$ cat config.mk
export PLATFORM = sky130hd
export DESIGN_NAME = bin_to_bcd_seq
export DESIGN_NICKNAME = d
export VERILOG_FILES = /design/src/rtl/bin_to_bcd_seq_pkg.sv /design/src/rtl/bin_to_bcd_seq_bcd_add3.sv /design/src/rtl/bin_to_bcd_seq.sv
export SDC_FILE = /design/constraint.sdc
export NUM_CORES = 1
export LEC_CHECK = 0
export BUFFER_PORTS_ARGS = -buffer_cell sky130_fd_sc_hd__buf_2
export CORE_MARGIN = 4
export CORE_UTILIZATION = 48
export DETAILED_ROUTE_END_ITERATION = 6
export PLACE_DENSITY = 0.7
export SLEW_MARGIN = 40
export SYNTH_ARGS = -nofsm -noshare
export SYNTH_HDL_FRONTEND = slang
export SYNTH_SLANG_ARGS = --single-unit
$ cat constraint.sdc
create_clock -name clk -period 2.76 [get_ports clk]
set_input_delay 0.276 -clock clk [delete_from_list [all_inputs] [get_ports clk]]
set_output_delay 0.276 -clock clk [all_outputs]
set_load 0.03 [all_outputs]
$ cat src/rtl/bin_to_bcd_seq_pkg.sv
// Shared constants and state type for the sequential binary-to-BCD converter.
package bin_to_bcd_seq_pkg;

    localparam int BCD_DIGIT_W = 4;

    localparam logic [BCD_DIGIT_W-1:0] ADD3_THRESHOLD = 4'd5;
    localparam logic [BCD_DIGIT_W-1:0] ADD3_VALUE     = 4'd3;

    localparam logic IDLE_ENC  = 1'b0;
    localparam logic SHIFT_ENC = 1'b1;

    typedef enum logic {
        IDLE  = IDLE_ENC,
        SHIFT = SHIFT_ENC
    } state_t;

endpackage

$ cat src/rtl/bin_to_bcd_seq_bcd_add3.sv
// Double-dabble digit corrector: adds 3 to a BCD digit of 5 or more before the shift.
// Purely combinational, no latency, no flow control.
module bcd_add3
    import bin_to_bcd_seq_pkg::*;
(
    input  logic [BCD_DIGIT_W-1:0] digit,
    output logic [BCD_DIGIT_W-1:0] corrected
);

    assign corrected = (digit >= ADD3_THRESHOLD) ? digit + ADD3_VALUE : digit;

endmodule

$ cat src/rtl/bin_to_bcd_seq.sv
// Shift-and-add-3 binary-to-BCD converter, one bit per clock: done WIDTH edges after start.
// start is ignored while busy; bcd_out holds the previous result until completion.
module bin_to_bcd_seq
    import bin_to_bcd_seq_pkg::*;
#(
    parameter int WIDTH  = 16,
    parameter int DIGITS = 5
) (
    input  logic                          clk,
    input  logic                          rst,
    input  logic                          start,
    input  logic [WIDTH-1:0]              bin_in,
    output logic                          busy,
    output logic                          done,
    output logic [BCD_DIGIT_W*DIGITS-1:0] bcd_out
);

    localparam int BW = BCD_DIGIT_W * DIGITS;
    localparam int CW = $clog2(WIDTH + 1);

    localparam longint MAX_BCD = 64'(10) ** DIGITS;
    localparam longint MAX_BIN = (64'(1) << WIDTH) - 64'(1);

    generate
        if (MAX_BCD <= MAX_BIN) begin : g_digits_too_few
            $error("bin_to_bcd_seq: DIGITS too small to represent 2^WIDTH-1");
        end
    endgenerate

    state_t          state, state_nxt;
    logic [WIDTH-1:0] shift_reg;
    logic [BW-1:0]    bcd_work;
    logic [BW-1:0]    corrected;
    logic [CW-1:0]    cnt;
    logic             last_bit;

    for (genvar i = 0; i < DIGITS; i++) begin : g_add3
        bcd_add3 u_add3 (
            .digit     (bcd_work[BCD_DIGIT_W*i +: BCD_DIGIT_W]),
            .corrected (corrected[BCD_DIGIT_W*i +: BCD_DIGIT_W])
        );
    end

    assign last_bit = (cnt == CW'(1));
    assign busy     = (state == SHIFT);

    always_comb begin
        state_nxt = state;
        if (state == IDLE) begin
            if (start) state_nxt = SHIFT;
        end else begin
            if (last_bit) state_nxt = IDLE;
        end
    end

    always_ff @(posedge clk or posedge rst) begin
        if (rst) begin
            state <= IDLE;
        end else begin
            state <= state_nxt;
        end
    end

    // The corrected digits shift left with the next binary MSB entering digit 0.
    always_ff @(posedge clk or posedge rst) begin
        if (rst) begin
            shift_reg <= '0;
            bcd_work  <= '0;
            cnt       <= '0;
            bcd_out   <= '0;
            done      <= 1'b0;
        end else begin
            done <= 1'b0;
            if (state == IDLE) begin
                if (start) begin
                    shift_reg <= bin_in;
                    bcd_work  <= '0;
                    cnt       <= CW'(WIDTH);
                end
            end else begin
                bcd_work  <= {corrected[BW-2:0], shift_reg[WIDTH-1]};
                shift_reg <= shift_reg << 1;
                cnt       <= cnt - CW'(1);
                if (last_bit) begin
                    bcd_out <= {corrected[BW-2:0], shift_reg[WIDTH-1]};
                    done    <= 1'b1;
                end
            end
        end
    end

endmodule

# After elaboration in Yosys (flattened, before gate mapping)
# Index checks and enable logic that the tools add are counted.
[word_totals]
regBits = 63
latchBits = 0
memories = 0
word_cells = 36
mem_bits_rw = 0
output_inout_bits = 22
romBits = 0
[classes]
n_reduce_logical = 2
div = 0
n_mux = 16
n_addsub = 6
bitwise_logic = 0
n_shift = 0
eq_ne = 1
mul = 0
n_lt_le_gt_ge = 5
[ops]
columns = ["cell", "count"]
rows = [
  ["20-bit two-way mux", 2],
  ["16-bit two-way mux", 2],
  ["4-bit by 3-bit >= comparator with 1-bit output, second input constant", 5],
  ["4-bit by 2-bit adder with 4-bit output, second input constant", 4],
  ["4-bit two-way mux", 4],
  ["5-bit two-way mux", 2],
  ["5-bit by 1-bit equality test with 1-bit output, second input constant", 1],
  ["1-bit two-way mux", 5],
  ["5-bit by 1-bit subtractor with 5-bit output, second input constant", 1],
  ["3-bit by 2-bit adder with 3-bit output, second input constant", 1],
  ["3-bit two-way mux", 1],
  ["2-bit AND reduction", 1],
  ["2-bit nonzero test", 1],
]

# Logic depth before layout (Yosys ltp)
[logic_depth]
ltp_word = 3
depth_mapped = 6

# Hierarchy
# From an unflattened synthesis, not the netlist that was laid out.
[hier_totals]
cells_unflattened = 300
hier_area_um2 = 3124.2
[modules_own_cells]
columns = ["mod", "cells_each", "seq_area_each_um2", "area_per_inst_um2", "n_inst"]
rows = [
  ["bin_to_bcd_seq", 220, 1576.5, 2617.5, 1],
  ["bcd_add3", 16, 0.0, 101.3, 5],
]

# Least setup slack after synthesis
# No wires, ideal clock.
[synth_path]
path_kind = "register to register"
startpoint = "reg state (netlist: busy)"
endpoint = "reg bcd_out[10]"
setup_time_ns = 0.125
slack_ns = 1.314
t_arrival_ns = 1.321
synth_period_minus_slack_ns = 1.446
stages_incl_launch_ff = 6
required_ns = 2.635
cell_sequence = "dfrtp_1 > buf_4 > nand4b_4 > inv_2 > buf_12 > mux2_4"
[synth_via]
elab_chain_len = 1
[synth_rtl]
columns = ["element", "line_no", "source"]
rows = [
  ["from (decl)", "bin_to_bcd_seq.sv:30", "state_t state, state_nxt;"],
  ["from (signal assigned)", "bin_to_bcd_seq.sv:60", "state <= state_nxt;"],
  ["2-bit AND reduction (no source line)", "-", ""],
  ["to (signal assigned)", "bin_to_bcd_seq.sv:85", "bcd_out <= {corrected[BW-2:0], shift_reg[WIDTH-1]};"],
  ["to (decl)", "bin_to_bcd_seq.sv:15", "output logic [BCD_DIGIT_W*DIGITS-1:0] bcd_out"],
]
# No other way between the ends.
# A chain may end at the register's enable or synchronous reset.

# Worst setup path in the final report
[layout_path]
startpoint = "reg state (netlist: busy)"
endpoint = "out busy"
[layout_rtl]
columns = ["element", "line_no", "source"]
rows = [
  ["to (decl)", "bin_to_bcd_seq.sv:13", "output logic busy,"],
]
# No word-level cell between the ends.

==> impl_metrics.tcl <==
set metrics [dict create \
    outcome "completed" \
    num-nets-final 355 \
    dieArea_sq_um 7860 \
    finalCritPeriodShare 0.745 \
    multiInputGateArea_sq_um 1410 \
    share_of_cells_above_drive_strength_1 0.255 \
    row_count 29 \
    synth-seq-area-share 0.505 \
    wl_per_cell_um 14.5 \
    most-common-layout-cells "62 x sky130_fd_sc_hd__dfrtp_1, 40 x sky130_fd_sc_hd__buf_2, 33 x sky130_fd_sc_hd__nand2_1, 31 x sky130_fd_sc_hd__o21ai_0, 27 x sky130_fd_sc_hd__mux2i_1" \
    number_of_buffers_inserted_by_post_cts_setup_repair 0 \
    finalSetupTns_ps 0 \
    grt-ovfl-total 0 \
    netlist_area_sq_um 3120 \
    finalSetupViolations 0 \
    detail_route.vias_per_cell 5.28 \
    cts_tree "yes" \
    worst_pin_slew_ps 662 \
    vdd_ir_drop_max_v 0.000622 \
    slew_viol_final 0 \
    floorplan.initialDensity 0.492 \
    critical_path.max_stage_delay_ps 610 \
    maxCapViolCount 0 \
    nFillCells 549 \
    yosys_register_bits 63 \
    synth_nets 315 \
    floorplan.core_area_sq_um 6350 \
    timing.critical_path.to_type "primary output" \
    seq_area_sq_um 1580 \
    synth-warning-count 0 \
    wire_length_of_the_first_global_routing_pass_um 10200 \
    layout_min_cycle_time_ps 2060 \
    most_common_library_cell_in_the_layout_ignoring_fill_and_taps "sky130_fd_sc_hd__dfrtp_1" \
    cts.repair.resized 0 \
    clock_sinks 63 \
    port_buffers 40 \
    worst-setup-path-type "reg2out" \
    postSynthAreaPerCell_sq_um 11.0 \
    worst_ep_arrival_time_ps 1780 \
    cts.path.max_buffers 2 \
    number_of_global_route_vias_before_repair 2148 \
    global_route.usage.total 0.170 \
    synth_top_cells_by_area "sky130_fd_sc_hd__dfrtp_1 50%, sky130_fd_sc_hd__mux2i_1 8.7%, sky130_fd_sc_hd__o21ai_0 5.0%, sky130_fd_sc_hd__ha_1 4.8%, sky130_fd_sc_hd__nand2_1 4.0%" \
    area_growth_syn_to_layout_pct 15.0 \
    drt-total-wl_um 5890 \
    pin_count_of_the_biggest_net_entering_global_routing 50 \
    syn-instance-count 284 \
    layout_setup_ws_ps 705 \
    crit_path_start_kind "flip-flop" \
    clk_latency_ps 350 \
    final.hold.worst_slack_ps 21.3 \
    place.gp.congestion 0.726 \
    final_hold_viol_count 0 \
    drtIter0Drc 39 \
    drcViolationCount 0 \
    achievable_clock_frequency_mhz 487 \
    insertedDiodeCount 0 \
    slowest_stage "sky130_fd_sc_hd__dfrtp_2" \
    fin_worst_skew_ps 5.29 \
    vias 2142 \
    cts_inserted_buffers 9 \
    cts_hold_buf 0 \
    holdCritPathClass "in2async" \
    power-per-cell-area_nw_per_um2 1250 \
    dpl_worst_slack_ps 905 \
    first_pass_iters 4 \
    die_h_um 88.7 \
    synthDominantCellAreaShare 0.505 \
    cells_traversed_along_the_worst_timing_path "buf_4, buf_2" \
    detailedPlacementHpwl_um 4040 \
    cts.reportedPaths.clkPinSlew_ps 70 \
    cts_htree_levels 3 \
    chipWidth_um 88.7 \
    antenna_found_initial 0 \
    synthDominantAreaCellType "sky130_fd_sc_hd__dfrtp_1" \
    yosys.cell_types.count 32 \
    cts_root_buf "sky130_fd_sc_hd__clkbuf_8" \
    timing.critical_path.fanout_max 49 \
    boundaryPins 41 \
    max_slew_margin 0.558 \
    power.leakage_nw 1.83 \
    detail-route-antenna-nets 0 \
    grt_setup_unrepaired "no" \
    cp_data_required_time_ps 2480 \
    design_power_total_mw 4.49 \
]
==> cells by family after synthesis <==
family | count (synthesis) | share of synthesized area
flops | 63 | 0.505
compound gates | 63 | 0.127
simple gates | 71 | 0.117
buf+inv | 29 | 0.0457
fa+ha+maj | 12 | 0.0481
xor+xnor | 8 | 0.0224
mux | 38 | 0.136
==> worst max-delay path, delay by kind of cell, from the launching register on <==
family                 cells  cell delay [ps]
buffers and inverters      2              800
flip-flops                 1              610
==> metrics by stage <==
step / cell area, sq um / utilization / instances
6_report: 3590 / 0.566 / 406
5_1_grt: 3590 / 0.566 / 406
4_1_cts: 3590 / 0.565 / 406
3_5_place_dp: 3360 / 0.529 / 390
3_3_place_gp: 3360 / 0.529 / 390
2_1_floorplan: 3120 / - / 284
==> area by class of cell <==
| class | instances | area share |
|---|---|---|
| multi-input cells | 192 | 0.392 |
| repair buffers | 44 | 0.0641 |
| clock inverters | 2 | 0.00975 |
| inverters | 14 | 0.0146 |
| well taps | 77 | 0.0268 |
| flip-flops and latches | 63 | 0.439 |
| clock buffers | 14 | 0.0536 |
==> worst paths after layout <==
| kind | start | to | slack [ps] | cells past startpoint |
|---|---|---|---|---|
| setup / recovery | busy$_DFF_PP0_ | busy | 700 | 2 |
| hold / removal | rst | shift_reg[6]$_DFFE_PP0P_ | 20 | 2 |
| setup reg to reg | cnt[1]$_DFFE_PP0P_ | bcd_out[19]$_DFFE_PP0P_ | 940 | 5 |
| hold reg to reg | bcd_out[7]$_DFFE_PP0P_ | bcd_out[7]$_DFFE_PP0P_ | 480 | 2 |
| max in group asynchronous | rst | busy$_DFF_PP0_ | 2020 | 3 |
| min in group clk | bin_in[0] | shift_reg[0]$_DFFE_PP0P_ | 170 | 3 |
==> report_power, final <==
| part | switching [mW] | internal [mW] | total [mW] |
|---|---|---|---|
| Clock | 0.359 | 0.539 | 0.898 |
| Sequential | 0.337 | 1.33 | 1.66 |
| Combinational | 1.07 | 0.859 | 1.93 |
==> layer usage <==
| layer | part of all wire | GRT usage | vias to the layer above |
|---|---|---|---|
| met5 | 0 | 0 | - |
| met4 | 0.015 | 0.0701 | 0 |
| met3 | 0.061 | 0.0708 | 8 |
| met2 | 0.46 | 0.265 | 41 |
| met1 | 0.46 | 0.210 | 1040 |
| li1 | - | - | 1053 |
==> cells in the mapped netlist <==
cell,n
sky130_fd_sc_hd__dfrtp_1,63
sky130_fd_sc_hd__nand2_1,33
sky130_fd_sc_hd__o21ai_0,31
sky130_fd_sc_hd__mux2i_1,27
sky130_fd_sc_hd__inv_1,13
sky130_fd_sc_hd__nand2b_1,13
sky130_fd_sc_hd__ha_1,12
sky130_fd_sc_hd__buf_2,11
sky130_fd_sc_hd__a21oi_1,9
sky130_fd_sc_hd__a22o_1,8
sky130_fd_sc_hd__mux2_4,8
sky130_fd_sc_hd__nor2_1,7
sky130_fd_sc_hd__a21o_1,6
sky130_fd_sc_hd__nor3b_1,6
sky130_fd_sc_hd__nor3_1,5
sky130_fd_sc_hd__xnor2_1,5
sky130_fd_sc_hd__a21oi_2,4
sky130_fd_sc_hd__and2_1,3
sky130_fd_sc_hd__mux2_2,3
sky130_fd_sc_hd__xor2_1,3
sky130_fd_sc_hd__clkbuf_1,2
sky130_fd_sc_hd__o31ai_1,2
sky130_fd_sc_hd__a21oi_4,1
sky130_fd_sc_hd__a22o_2,1
sky130_fd_sc_hd__buf_12,1
sky130_fd_sc_hd__buf_4,1
sky130_fd_sc_hd__inv_2,1
sky130_fd_sc_hd__nand2b_2,1
sky130_fd_sc_hd__nand3_1,1
sky130_fd_sc_hd__nand4b_4,1
sky130_fd_sc_hd__nor2_2,1
sky130_fd_sc_hd__o21ai_1,1
No activity file was read; power rests on OpenSTA's default activity.
